## src/rtl/l1_mem_arbiter_pkg.sv

```systemverilog
// Shared encodings for the L1-to-memory arbiter: FSM states, owner IDs, line width.
package l1_mem_pkg;

  localparam logic [1:0] ST_IDLE  = 2'd0;
  localparam logic [1:0] ST_ADDR  = 2'd1;
  localparam logic [1:0] ST_WDATA = 2'd2;

  typedef enum logic [1:0] {
    IDLE  = ST_IDLE,
    ADDR  = ST_ADDR,
    WDATA = ST_WDATA
  } state_t;

  localparam logic OWN_I = 1'b0;
  localparam logic OWN_D = 1'b1;

  function automatic int line_width(input int offset_width);
    return 32 << offset_width;
  endfunction

endpackage

```

## src/rtl/l1_mem_arbiter_if.sv

```systemverilog
// Bundle of both L1 request/response paths and the shared memory port.
// master = arbiter view; slave = caches plus memory.
interface l1_mem_arbiter_if #(parameter int offset_width = 2);
  import l1_mem_pkg::*;
  localparam int LW = line_width(offset_width);

  logic          icache_mem_req;
  logic [31:0]   icache_mem_addr;
  logic          mem_icache_addrOK;
  logic          mem_icache_dataOK;
  logic [LW-1:0] mem_icache_rdata;

  logic          dcache_mem_req;
  logic          dcache_mem_wr;
  logic          dcache_mem_SUC;
  logic [31:0]   dcache_mem_addr;
  logic [31:0]   dcache_mem_wdata;
  logic [3:0]    dcache_mem_wstrb;
  logic          mem_dcache_addrOK;
  logic          mem_dcache_dataOK;
  logic [LW-1:0] mem_dcache_rdata;

  logic          arb_mem_req;
  logic          arb_mem_wr;
  logic          arb_mem_uncached;
  logic [31:0]   arb_mem_addr;
  logic [31:0]   arb_mem_wdata;
  logic [3:0]    arb_mem_wstrb;
  logic          mem_arb_addrOK;
  logic          mem_arb_dataOK;
  logic [LW-1:0] mem_arb_rdata;

  modport master (
    input  icache_mem_req, icache_mem_addr,
    output mem_icache_addrOK, mem_icache_dataOK, mem_icache_rdata,
    input  dcache_mem_req, dcache_mem_wr, dcache_mem_SUC, dcache_mem_addr,
    input  dcache_mem_wdata, dcache_mem_wstrb,
    output mem_dcache_addrOK, mem_dcache_dataOK, mem_dcache_rdata,
    output arb_mem_req, arb_mem_wr, arb_mem_uncached, arb_mem_addr,
    output arb_mem_wdata, arb_mem_wstrb,
    input  mem_arb_addrOK, mem_arb_dataOK, mem_arb_rdata
  );

  modport slave (
    output icache_mem_req, icache_mem_addr,
    input  mem_icache_addrOK, mem_icache_dataOK, mem_icache_rdata,
    output dcache_mem_req, dcache_mem_wr, dcache_mem_SUC, dcache_mem_addr,
    output dcache_mem_wdata, dcache_mem_wstrb,
    input  mem_dcache_addrOK, mem_dcache_dataOK, mem_dcache_rdata,
    input  arb_mem_req, arb_mem_wr, arb_mem_uncached, arb_mem_addr,
    input  arb_mem_wdata, arb_mem_wstrb,
    output mem_arb_addrOK, mem_arb_dataOK, mem_arb_rdata
  );

endinterface

```

## src/rtl/l1_mem_arbiter_rr_arb2.sv

```systemverilog
// Two-way picker: bit0 = Icache, bit1 = Dcache; i_prio = 1 lets the Dcache win a tie.
// Purely combinational one-hot grant.
module rr_arb2 (
  input  logic [1:0] i_req,
  input  logic       i_prio,
  output logic [1:0] o_gnt
);

  always_comb begin
    o_gnt = i_req;
    if (&i_req) o_gnt = i_prio ? 2'b10 : 2'b01;
  end

endmodule

```

## src/rtl/l1_mem_arbiter.sv

```systemverilog
// Shares one memory port between Icache refill and Dcache miss/write-through.
// Grant held until write addrOK or read dataOK; handshakes forwarded combinationally to the owner.
module l1_mem_arbiter
  import l1_mem_pkg::*;
(
  input  logic              clk,
  input  logic              rstn,
  l1_mem_arbiter_if.master  bus
);

  state_t     r_state, w_state_nxt;
  logic       r_owner, w_owner_nxt;
  logic       r_prio_d, w_prio_nxt;
  logic [1:0] w_gnt;
  logic       w_is_d, w_owner_req, w_owner_wr, w_in_addr;
  logic       w_done, w_fwd_aok, w_fwd_dok;

  rr_arb2 u_rr_arb2 (
    .i_req  ({bus.dcache_mem_req, bus.icache_mem_req}),
    .i_prio (r_prio_d),
    .o_gnt  (w_gnt)
  );

  assign w_is_d      = (r_owner == OWN_D);
  assign w_owner_req = w_is_d ? bus.dcache_mem_req : bus.icache_mem_req;
  assign w_owner_wr  = w_is_d & bus.dcache_mem_wr;
  assign w_in_addr   = (r_state == ADDR);

  always_ff @(posedge clk) begin
    if (!rstn) begin
      r_state  <= IDLE;
      r_owner  <= OWN_D;
      r_prio_d <= 1'b1;
    end else begin
      r_state  <= w_state_nxt;
      r_owner  <= w_owner_nxt;
      r_prio_d <= w_prio_nxt;
    end
  end

  always_comb begin
    w_state_nxt = r_state;
    w_owner_nxt = r_owner;
    w_prio_nxt  = r_prio_d;
    w_done      = 1'b0;
    w_fwd_aok   = 1'b0;
    w_fwd_dok   = 1'b0;
    case (r_state)
      IDLE: begin
        if (|w_gnt) begin
          w_state_nxt = ADDR;
          w_owner_nxt = w_gnt[1] ? OWN_D : OWN_I;
        end
      end
      ADDR: begin
        // An abandoned request is dropped without touching the tie-break.
        if (!w_owner_req) begin
          w_state_nxt = IDLE;
        end else if (bus.mem_arb_addrOK) begin
          w_fwd_aok = 1'b1;
          if (w_owner_wr) begin
            w_done      = 1'b1;
            w_state_nxt = IDLE;
          end else if (bus.mem_arb_dataOK) begin
            w_fwd_dok   = 1'b1;
            w_done      = 1'b1;
            w_state_nxt = IDLE;
          end else begin
            w_state_nxt = WDATA;
          end
        end
      end
      WDATA: begin
        if (bus.mem_arb_dataOK) begin
          w_fwd_dok   = 1'b1;
          w_done      = 1'b1;
          w_state_nxt = IDLE;
        end
      end
      default: w_state_nxt = IDLE;
    endcase
    if (w_done) w_prio_nxt = (r_owner == OWN_I);
  end

  assign bus.arb_mem_req      = w_in_addr & w_owner_req;
  assign bus.arb_mem_wr       = w_in_addr & w_owner_wr;
  assign bus.arb_mem_uncached = w_in_addr & w_is_d & bus.dcache_mem_SUC;
  assign bus.arb_mem_addr     = !w_in_addr ? 32'd0 :
                                (w_is_d ? bus.dcache_mem_addr : bus.icache_mem_addr);
  assign bus.arb_mem_wdata    = (w_in_addr & w_is_d) ? bus.dcache_mem_wdata : 32'd0;
  assign bus.arb_mem_wstrb    = (w_in_addr & w_is_d) ? bus.dcache_mem_wstrb : 4'd0;

  assign bus.mem_icache_addrOK = w_fwd_aok & ~w_is_d;
  assign bus.mem_icache_dataOK = w_fwd_dok & ~w_is_d;
  assign bus.mem_dcache_addrOK = w_fwd_aok & w_is_d;
  assign bus.mem_dcache_dataOK = w_fwd_dok & w_is_d;
  assign bus.mem_icache_rdata  = bus.mem_arb_rdata;
  assign bus.mem_dcache_rdata  = bus.mem_arb_rdata;

endmodule

```

## src/flat_wrapper.sv

```systemverilog
// flat-port wrapper written by rule: the top's interface ports become plain ports
module l1_mem_arbiter_flat import l1_mem_pkg::*;
  (clk, rstn, bus_icache_mem_req, bus_icache_mem_addr, bus_mem_icache_addrOK, bus_mem_icache_dataOK, bus_mem_icache_rdata, bus_dcache_mem_req, bus_dcache_mem_wr, bus_dcache_mem_SUC, bus_dcache_mem_addr, bus_dcache_mem_wdata, bus_dcache_mem_wstrb, bus_mem_dcache_addrOK, bus_mem_dcache_dataOK, bus_mem_dcache_rdata, bus_arb_mem_req, bus_arb_mem_wr, bus_arb_mem_uncached, bus_arb_mem_addr, bus_arb_mem_wdata, bus_arb_mem_wstrb, bus_mem_arb_addrOK, bus_mem_arb_dataOK, bus_mem_arb_rdata);
  l1_mem_arbiter_if #(.offset_width(2)) bus_i ();
  input  logic clk;
  input  logic rstn;
  input wire logic [$bits(bus_i.icache_mem_req)-1:0] bus_icache_mem_req;
  input wire logic [$bits(bus_i.icache_mem_addr)-1:0] bus_icache_mem_addr;
  output wire logic [$bits(bus_i.mem_icache_addrOK)-1:0] bus_mem_icache_addrOK;
  output wire logic [$bits(bus_i.mem_icache_dataOK)-1:0] bus_mem_icache_dataOK;
  output wire logic [$bits(bus_i.mem_icache_rdata)-1:0] bus_mem_icache_rdata;
  input wire logic [$bits(bus_i.dcache_mem_req)-1:0] bus_dcache_mem_req;
  input wire logic [$bits(bus_i.dcache_mem_wr)-1:0] bus_dcache_mem_wr;
  input wire logic [$bits(bus_i.dcache_mem_SUC)-1:0] bus_dcache_mem_SUC;
  input wire logic [$bits(bus_i.dcache_mem_addr)-1:0] bus_dcache_mem_addr;
  input wire logic [$bits(bus_i.dcache_mem_wdata)-1:0] bus_dcache_mem_wdata;
  input wire logic [$bits(bus_i.dcache_mem_wstrb)-1:0] bus_dcache_mem_wstrb;
  output wire logic [$bits(bus_i.mem_dcache_addrOK)-1:0] bus_mem_dcache_addrOK;
  output wire logic [$bits(bus_i.mem_dcache_dataOK)-1:0] bus_mem_dcache_dataOK;
  output wire logic [$bits(bus_i.mem_dcache_rdata)-1:0] bus_mem_dcache_rdata;
  output wire logic [$bits(bus_i.arb_mem_req)-1:0] bus_arb_mem_req;
  output wire logic [$bits(bus_i.arb_mem_wr)-1:0] bus_arb_mem_wr;
  output wire logic [$bits(bus_i.arb_mem_uncached)-1:0] bus_arb_mem_uncached;
  output wire logic [$bits(bus_i.arb_mem_addr)-1:0] bus_arb_mem_addr;
  output wire logic [$bits(bus_i.arb_mem_wdata)-1:0] bus_arb_mem_wdata;
  output wire logic [$bits(bus_i.arb_mem_wstrb)-1:0] bus_arb_mem_wstrb;
  input wire logic [$bits(bus_i.mem_arb_addrOK)-1:0] bus_mem_arb_addrOK;
  input wire logic [$bits(bus_i.mem_arb_dataOK)-1:0] bus_mem_arb_dataOK;
  input wire logic [$bits(bus_i.mem_arb_rdata)-1:0] bus_mem_arb_rdata;
  assign bus_i.icache_mem_req = bus_icache_mem_req;
  assign bus_i.icache_mem_addr = bus_icache_mem_addr;
  assign bus_mem_icache_addrOK = bus_i.mem_icache_addrOK;
  assign bus_mem_icache_dataOK = bus_i.mem_icache_dataOK;
  assign bus_mem_icache_rdata = bus_i.mem_icache_rdata;
  assign bus_i.dcache_mem_req = bus_dcache_mem_req;
  assign bus_i.dcache_mem_wr = bus_dcache_mem_wr;
  assign bus_i.dcache_mem_SUC = bus_dcache_mem_SUC;
  assign bus_i.dcache_mem_addr = bus_dcache_mem_addr;
  assign bus_i.dcache_mem_wdata = bus_dcache_mem_wdata;
  assign bus_i.dcache_mem_wstrb = bus_dcache_mem_wstrb;
  assign bus_mem_dcache_addrOK = bus_i.mem_dcache_addrOK;
  assign bus_mem_dcache_dataOK = bus_i.mem_dcache_dataOK;
  assign bus_mem_dcache_rdata = bus_i.mem_dcache_rdata;
  assign bus_arb_mem_req = bus_i.arb_mem_req;
  assign bus_arb_mem_wr = bus_i.arb_mem_wr;
  assign bus_arb_mem_uncached = bus_i.arb_mem_uncached;
  assign bus_arb_mem_addr = bus_i.arb_mem_addr;
  assign bus_arb_mem_wdata = bus_i.arb_mem_wdata;
  assign bus_arb_mem_wstrb = bus_i.arb_mem_wstrb;
  assign bus_i.mem_arb_addrOK = bus_mem_arb_addrOK;
  assign bus_i.mem_arb_dataOK = bus_mem_arb_dataOK;
  assign bus_i.mem_arb_rdata = bus_mem_arb_rdata;
  l1_mem_arbiter u_core (.clk(clk), .rstn(rstn), .bus(bus_i));
endmodule
```

## config.mk

```make
export PLATFORM = sky130hd
export DESIGN_NAME = l1_mem_arbiter_flat
export DESIGN_NICKNAME = d
export VERILOG_FILES = /design/src/rtl/l1_mem_arbiter_pkg.sv /design/src/rtl/l1_mem_arbiter_if.sv /design/src/rtl/l1_mem_arbiter_rr_arb2.sv /design/src/rtl/l1_mem_arbiter.sv /design/src/flat_wrapper.sv
export SDC_FILE = /design/constraint.sdc
export NUM_CORES = 1
export LEC_CHECK = 0
export BUFFER_PORTS_ARGS = -buffer_cell sky130_fd_sc_hd__buf_2
export CAP_MARGIN = 30
export CORE_AREA = 2 2 223 225
export DETAILED_ROUTE_END_ITERATION = 8
export DIE_AREA = 0 0 225 227
export SYNTH_ARGS = -nofsm -noshare
export SYNTH_HDL_FRONTEND = slang
export SYNTH_HIERARCHICAL = 1
export SYNTH_SLANG_ARGS = --single-unit
```

## constraint.sdc

```tcl
create_clock -name clk -period 3.2 [get_ports clk]
set_input_delay 0.16 -clock clk [delete_from_list [all_inputs] [get_ports clk]]
set_output_delay 0.16 -clock clk [all_outputs]
set_load 0.01 [all_outputs]
```

Word-level counts from Yosys, hierarchy flattened:

Index checks and enable logic that the tools add are counted.

* bits in registers: 4
* output and inout port bits: 331

* eq/ne operators: 5
* mux-type cells: 27
* bitwise logic cells: 10
* reduce and logical (&&, ||, !) cells: 5

Operator list (count)
* 32-bit two-way mux: 3
* 2-bit two-way mux: 8
* 1-bit two-way mux: 12
* 1-bit AND: 9
* 2-bit one-hot mux with 3 select lines: 1
* 4-bit two-way mux: 1
* 1-bit one-hot mux with 2 select lines: 2
* 2-bit AND reduction: 2
* 3-bit inequality test (second input constant): 1
* 3-bit AND reduction: 1
* 2-bit by 1-bit equality test with 1-bit output (second input constant): 1
* 2-bit equality test (second input constant): 1
* 2-bit logical NOT: 1
* 2-bit by 1-bit inequality test with 1-bit output (second input constant): 1
* 2-bit inequality test (second input constant): 1
* 2-bit OR reduction: 1
* 1-bit NOT: 1

Longest topological paths before layout:

Gate-level depths: netlist of the first run.

* depth after elaboration: 6
* mapped depth: 7

Hierarchy:

Netlist of the first run, hierarchy kept.

By module, submodules not included
* l1_mem_arbiter: times used 1, cells each 414, area each 3096.7 um2, sequential area each 80.1 um2
* rr_arb2: times used 1, cells each 3, area each 18.8 um2, sequential area each 0.0 um2

Worst setup path before layout of the first run:

OpenSTA, ideal clock, no wires.

* path kind: reg2reg
* from: register u_core.r_state[1]
* to: register u_core.r_prio_d
* setup time: 0.069 ns
* arrival time: 1.303 ns
* slack: 1.828 ns
* cell stages (with the launch flop): 8
* path buffers: 1
* clock period less this slack: 1.372 ns
* path through: dfxtp_1 -> inv_1 -> ha_1 -> buf_4 -> a31oi_1 -> nor3_1 -> a21oi_1 -> o21ai_1

* word-level cells in the longest chain between the ends: 2

RTL lines
* start: declaration: RTL line l1_mem_arbiter.sv:11 `state_t r_state, w_state_nxt;`
* start signal: assignment: RTL line l1_mem_arbiter.sv:35 `r_state <= w_state_nxt;`
* 2-bit equality test / 2-bit by 1-bit equality test with 1-bit output (equally long branches): RTL line l1_mem_arbiter.sv:48 `case (r_state)`
* 1-bit one-hot mux with 2 select lines *: RTL line l1_mem_arbiter.sv:48
* end signal: assignment: RTL line l1_mem_arbiter.sv:37 `r_prio_d <= w_prio_nxt;`
* end: declaration: RTL line l1_mem_arbiter.sv:13 `logic r_prio_d, w_prio_nxt;`

Mark *: on every way between the ends. The rest lies on a longest branch, timed or not.
A chain may end at the register's enable or synchronous reset.

Worst setup path in the final report of the first run:

* from: register u_core.r_owner
* to: output port bus_arb_mem_addr[21]

* word-level cells in the longest chain between the ends: 2

RTL lines
* start: declaration: RTL line l1_mem_arbiter.sv:12 `logic r_owner, w_owner_nxt;`
* start signal: assignment: RTL line l1_mem_arbiter.sv:36 `r_owner <= w_owner_nxt;`
* 32-bit two-way mux: RTL line l1_mem_arbiter.sv:89 `(w_is_d ? bus.dcache_mem_addr : bus.icache_mem_addr);`
* 32-bit two-way mux: RTL line l1_mem_arbiter.sv:88 `assign bus.arb_mem_addr = !w_in_addr ? 32'd0 :`
* end: declaration: RTL line flat_wrapper.sv:24 `output wire logic [$bits(bus_i.arb_mem_addr)-1:0] bus_arb_mem_addr;`

No other way between the ends.

==> flow_summary.json, run 1 <==
{
  "rsz0062_at_grt": "false",
  "first_pass_iters": 4,
  "yosys.area.top_type": "buf_4",
  "cts_tree": "built",
  "fin_skew_ps": 1.91,
  "fin_cells": 954,
  "start_kind": "register",
  "ant_nets": 0,
  "hold_path.class": "in -> reg",
  "netlist_area_um2": 3120,
  "worst_pin_slew_ps": 729,
  "overflow": 0,
  "grt_antenna_before_repair": 1,
  "routed_via_density": 2.19,
  "htreeDepth": 1,
  "n_antenna_cell": 0,
  "finalMaxSlewViolations": 0,
  "cap_violations": 0,
  "max_freq_mhz": 441,
  "grtUsageTotal_pct": 3.93,
  "synth_fp_nets": 657,
  "worstHoldPathCells": 2,
  "cts.sinks": 4,
  "min_from": "rstn",
  "min_to": "u_core/r_prio_d$_SDFFE_PN1P_",
  "via_count": 2092,
  "synth.yosys.seq_area_share_pct": 2.57,
  "cts_root_buf": "clkbuf_16",
  "dp_hpwl_mm": 9.13,
  "synthFlopType": "dfxtp_1",
  "synth_cell_types": 28,
  "cp_max_fo": 56,
  "grt_pass1_vias": 1935,
  "cts_buffers": 3,
  "pwr-share-clk_pct": 27.4,
  "wire_per_inst_um": 11.5,
  "synth.top_cells.by_area": "buf_4, mux2i_1, and3_1",
  "p_sw_mw": 0.306,
  "initial_core_util_pct": 6.42,
  "postCtsHoldBufs": 0,
  "core_um2": 48500,
  "post_cts_buffers": 0,
  "drt_iter0_markers": 64,
  "ctsResizeCount": 0,
  "layout-drive-gt1-share_pct": 58.1,
  "ff2ff_path_depth": 7,
  "outcome": "completed",
  "r2r-start": "u_core/r_state[1]$_SDFFE_PN0P_",
  "crit_type": "reg -> out",
  "dieWidth_um": 225,
  "setup_viol": 0,
  "clk_pin_slew_ps": 30,
  "p_comb_share_pct": 62.9,
  "postSynthAreaPerCell_um2": 7.47,
  "yosys_warnings": 6,
  "r2r_setup_slack_ps": 1340,
  "synthCells": 417,
  "r2r-end": "u_core/r_prio_d$_SDFFE_PN1P_",
  "switching_share_pct": 41.0,
  "p_leak_nw": 1.61,
  "synthArstFlopShare_pct": 0,
  "setup_tns_ps": 0,
  "seqPwrFrac_pct": 9.8,
  "grt_pass1_wl_mm": 13.8,
  "internal_power_mw": 0.441,
  "fin_crit_sh_pct": 70.8,
  "clk_path_buf_depth": 2,
  "crit_arrival_ps": 2110,
  "routabilityCongestion": 0.660,
  "relSlewSlack_pct": 51.4,
  "ir_worst_vdd_uv": 125,
  "utilization_pct": 5.95,
  "ios": 567,
  "grt_start_max_net_pins": 75,
  "netlist.area_leader.share_pct": 62.7,
  "cp.required_ps": 3040,
  "syn2layout_area_growth_pct": -7.27,
  "drt_wl_total_mm": 11.0,
  "std_cell_rows": 81,
  "finalHoldViolCount": 0,
  "synth_edf_count": 0,
  "ys_ff_latch": 4,
  "dieHeight_um": 227,
  "layout.nets": 573,
  "insertion_delay_ps": 230,
  "die_area_um2": 51100,
  "period_minus_slack_ps": 2270,
  "startpoint": "u_core/r_owner$_SDFFE_PN1P_",
  "endpoint_kind": "output port",
  "io_buffers": 182,
  "dp.cells": 950,
  "power_mw": 0.748,
  "drc": 0,
  "power_density_nw_per_um2": 259
}
cell families after synthesis:
group,count (synthesis),share of synthesized area (%)
buf+inv,279,65.4
simple gates,85,16.6
mux,34,11.1
compound gates,11,2.73
fa+ha+maj,4,1.61
flops,4,2.57
power by group through the flow:
stage          clock, mW  sequential [mW]  combinational (mW)
3_3_place_gp           0           0.0747               0.473
2_1_floorplan          0           0.0573               0.602
5_1_grt            0.212           0.0767               0.513
6_report           0.205           0.0731               0.470
4_1_cts            0.208           0.0745               0.477
3_5_place_dp           0           0.0751               0.475
area by class of cell:
| cell class | instances | area, um^2 |
|---|---|---|
| timing repair buffer | 184 | 926 |
| clock buffer | 4 | 78.8 |
| sequential | 4 | 83.8 |
| multi-input combinational | 134 | 1000 |
| inverter | 6 | 22.5 |
| tap | 622 | 778 |
| fill | 5746 | 45700 |
per-layer routing:
| layer | GRT usage (%) | wire, um | part of all wire [%] |
|---|---|---|---|
| met4 | 5.36 | 1440 | 13 |
| met1 | 3.11 | 3160 | 29 |
| met3 | 2.70 | 1670 | 15 |
| met2 | 5.66 | 4700 | 43 |
| met5 | 0 | 0 | 0 |
cell usage in the layout (no fill, tap or decap), types with 2 or more instances in the layout:
cell type  count
and3_1        38
inv_1          6
mux2i_1       33
buf_4          2
nand2_1        5
clkbuf_16      3
buf_2        182
a21boi_1       2
nor2_1         3
dfxtp_1        3
a21oi_1        2
nor2b_1       32
ha_1           3
how the worst max path moves through the flow:
stage	end	slack, ps	cells after the start
after floorplan	u_core/r_prio_d$_SDFFE_PN1P_	1830	7
after global placement	bus_arb_mem_addr[25]	1060	4
after detailed placement	bus_arb_mem_addr[25]	1070	4
after CTS	bus_arb_mem_addr[25]	820	4
after global routing	bus_arb_mem_addr[25]	720	4
final	bus_arb_mem_addr[21]	930	4
through the flow:
step	hold WS, ps	setup slack, ps	area, um^2
after detailed placement	320	1070	2810
after global placement	320	1060	2810
after CTS	170	817	2890
after floorplan	240	1830	3120
after global routing	198	721	2890
final	176	934	2890
critical path, stage by stage (launching register included):
cell and delay (ps):
dfxtp_4 740, buf_4 470, mux2i_1 370, nor2b_1 80, buf_2 170
state kept, by name (all words and copies together), names as in the netlist:
signal           count
u_core/r_owner       1
u_core/r_prio_d      1
u_core/r_state       2
cell usage after synthesis, types with 2 or more instances:
library cell    n
buf_6           2
clkbuf_1       11
a21oi_1         2
nor2b_1        32
inv_1           6
dfxtp_1         4
nand2_1         5
a21boi_1        2
and3_1         38
ha_1            4
nor2_1          3
mux2i_1        33
buf_4         260
Power figures use the tool's default switching activity.
==> run 2: changes to the inputs <==
Settings changed: CORE_AREA 2 2 223 225 to 2 2 217 219, DIE_AREA 0 0 225 227 to 0 0 219 221.
Clock period 3.2 ns to 1.85 ns, I/O delays scaled along.
==> run 2 against run 1 <==
Via count rose by 2.5%. Register-to-register slack got worse by 940 ps. Highest routed layer is now met5. Critical path depth rose by 1. First-iteration DRC count rose by 66%. Cell count fell by 1.3%.
==> flow_summary.json, run 2 (same netlist as run 1, synthesis figures left out) <==
{
  "outcome": "completed",
  "setup_slack_ps": 150,
  "insertion_delay_ps": 230,
  "routed_via_density": 2.28,
  "power_mw": 1.33,
  "power_density_nw_per_um2": 451,
  "clk_path_buf_depth": 2,
  "worstHoldPathCells": 2,
  "routabilityCongestion": 0.679,
  "fin_skew_ps": 3.11,
  "std_cell_rows": 79,
  "placed_area_um2": 2840,
  "layout-drive-gt1-share_pct": 58.4,
  "setup_viol": 0,
  "grtUsageTotal_pct": 4.09,
  "io_buffers": 182,
  "ios": 567,
  "max_freq_mhz": 588,
  "core_um2": 46100,
  "grt_pass1_vias": 1935,
  "max_stage_delay_ps": 400,
  "crit_family": "flip-flops",
  "path_depth": 5,
  "cts_tree": "built",
  "drt_wl_total_mm": 11.4,
  "reg_top3": "u_core/r_state x2, u_core/r_owner x1, u_core/r_prio_d x1",
  "htreeDepth": 1,
  "overflow": 0,
  "fin_crit_sh_pct": 91.9,
  "cts_root_buf": "clkbuf_16",
  "cts_buffers": 3,
  "start_kind": "register",
  "worst-path-buf-inv": 2,
  "ff2ff_path_depth": 6,
  "finalInstanceArea_um2": 2940,
  "die_area_um2": 48400,
  "period_minus_slack_ps": 1700,
  "rsz0062_at_grt": "false",
  "ir_worst_vdd_uv": 535,
  "ant_nets": 0,
  "cp_max_fo": 4,
  "finalMaxSlewViolations": 0,
  "grt_antenna_before_repair": 5,
  "layout_common_cells": "buf_2, and3_1, mux2i_1, nor2b_1, inv_1",
  "dp_hpwl_mm": 9.59,
  "p_leak_nw": 1.64,
  "hold_path.class": "in -> reg",
  "via_count": 2144,
  "largest_register": "u_core/r_state",
  "grt_start_max_net_pins": 45,
  "largest_reg_flops": 2,
  "setup_tns_ps": 0,
  "endpoint_kind": "output port",
  "dp_slack_ps": 246,
  "crit_arrival_ps": 1610,
  "initial_core_util_pct": 6.76,
  "cp.required_ps": 1760,
  "finalHoldViolCount": 0,
  "first_pass_iters": 4,
  "slowest_stage": "dfxtp_1",
  "layout.nets": 575,
  "grt_pass1_wl_mm": 14.2,
  "crit_type": "reg -> out",
  "cts.sinks": 4,
  "worst_pin_slew_ps": 306,
  "wire_per_inst_um": 12.1,
  "layout_commonest_cell": "buf_2",
  "syn2layout_area_growth_pct": -5.66,
  "dieHeight_um": 221,
  "path_cells": "inv_1 > ha_1 > nand2_1 > nor3_1 > buf_2",
  "dieWidth_um": 219,
  "cap_violations": 0,
  "clk_pin_slew_ps": 30,
  "relSlewSlack_pct": 79.0,
  "drc": 0,
  "drt_iter0_markers": 106
}
==> run 2: final cells by class <==
type	count	area, um^2
Sequential cell	4	83.8
Inverter	6	22.5
Tap cell	607	759
Timing Repair Buffer	186	982
Antenna cell	1	2.50
Multi-Input combinational cell	134	1010
Fill cell	5451	43100
Clock buffer	4	78.8
==> run 2: power breakdown <==
part / internal [mW] / switching [mW] / leakage (nW) / total, mW
Combinational: 0.422 / 0.444 / 1.57 / 0.866
Clock: 0.285 / 0.0711 / 0.0382 / 0.357
Sequential: 0.0940 / 0.0104 / 0.0327 / 0.104
==> run 2: final timing paths <==
| check | slack (ps) | to | startpoint |
|---|---|---|---|
| setup / recovery | 150 | bus_mem_icache_dataOK | u_core/r_state[0]$_SDFFE_PN0P_ |
| hold / removal | 100 | u_core/r_prio_d$_SDFFE_PN1P_ | rstn |
| setup reg to reg | 400 | u_core/r_prio_d$_SDFFE_PN1P_ | u_core/r_state[0]$_SDFFE_PN0P_ |
| hold reg to reg | 530 | u_core/r_state[0]$_SDFFE_PN0P_ | u_core/r_state[0]$_SDFFE_PN0P_ |
==> run 2: what timing repair did <==
action / CTS / global route
gates cloned: 0 / 0
endpoints found under the setup margin: 1 / 2
resized for setup: 1 / 1
buffers inserted: 0 / 0
pin swaps: 0 / 0
hold buffers: 0 / 0
==> run 2: metal layers <==
metal	GRT usage (%)	wire length (um)	up-vias
met5	0.606	106	-
met3	3.02	2120	123
met1	3.22	3120	803
met2	6.37	4930	293
li1	-	-	913
met4	3.97	1090	12
==> run 2: metrics by stage <==
| stage | instances | hold WS, ps | utilization, % |
|---|---|---|---|
| final | 942 | 101 | 6.38 |
| after global routing | 941 | 108 | 6.38 |
| after CTS | 941 | 97.5 | 6.35 |
| after detailed placement | 937 | 185 | 6.17 |
| after global placement | 937 | 185 | 6.17 |
| after floorplan | 417 | 172 | - |
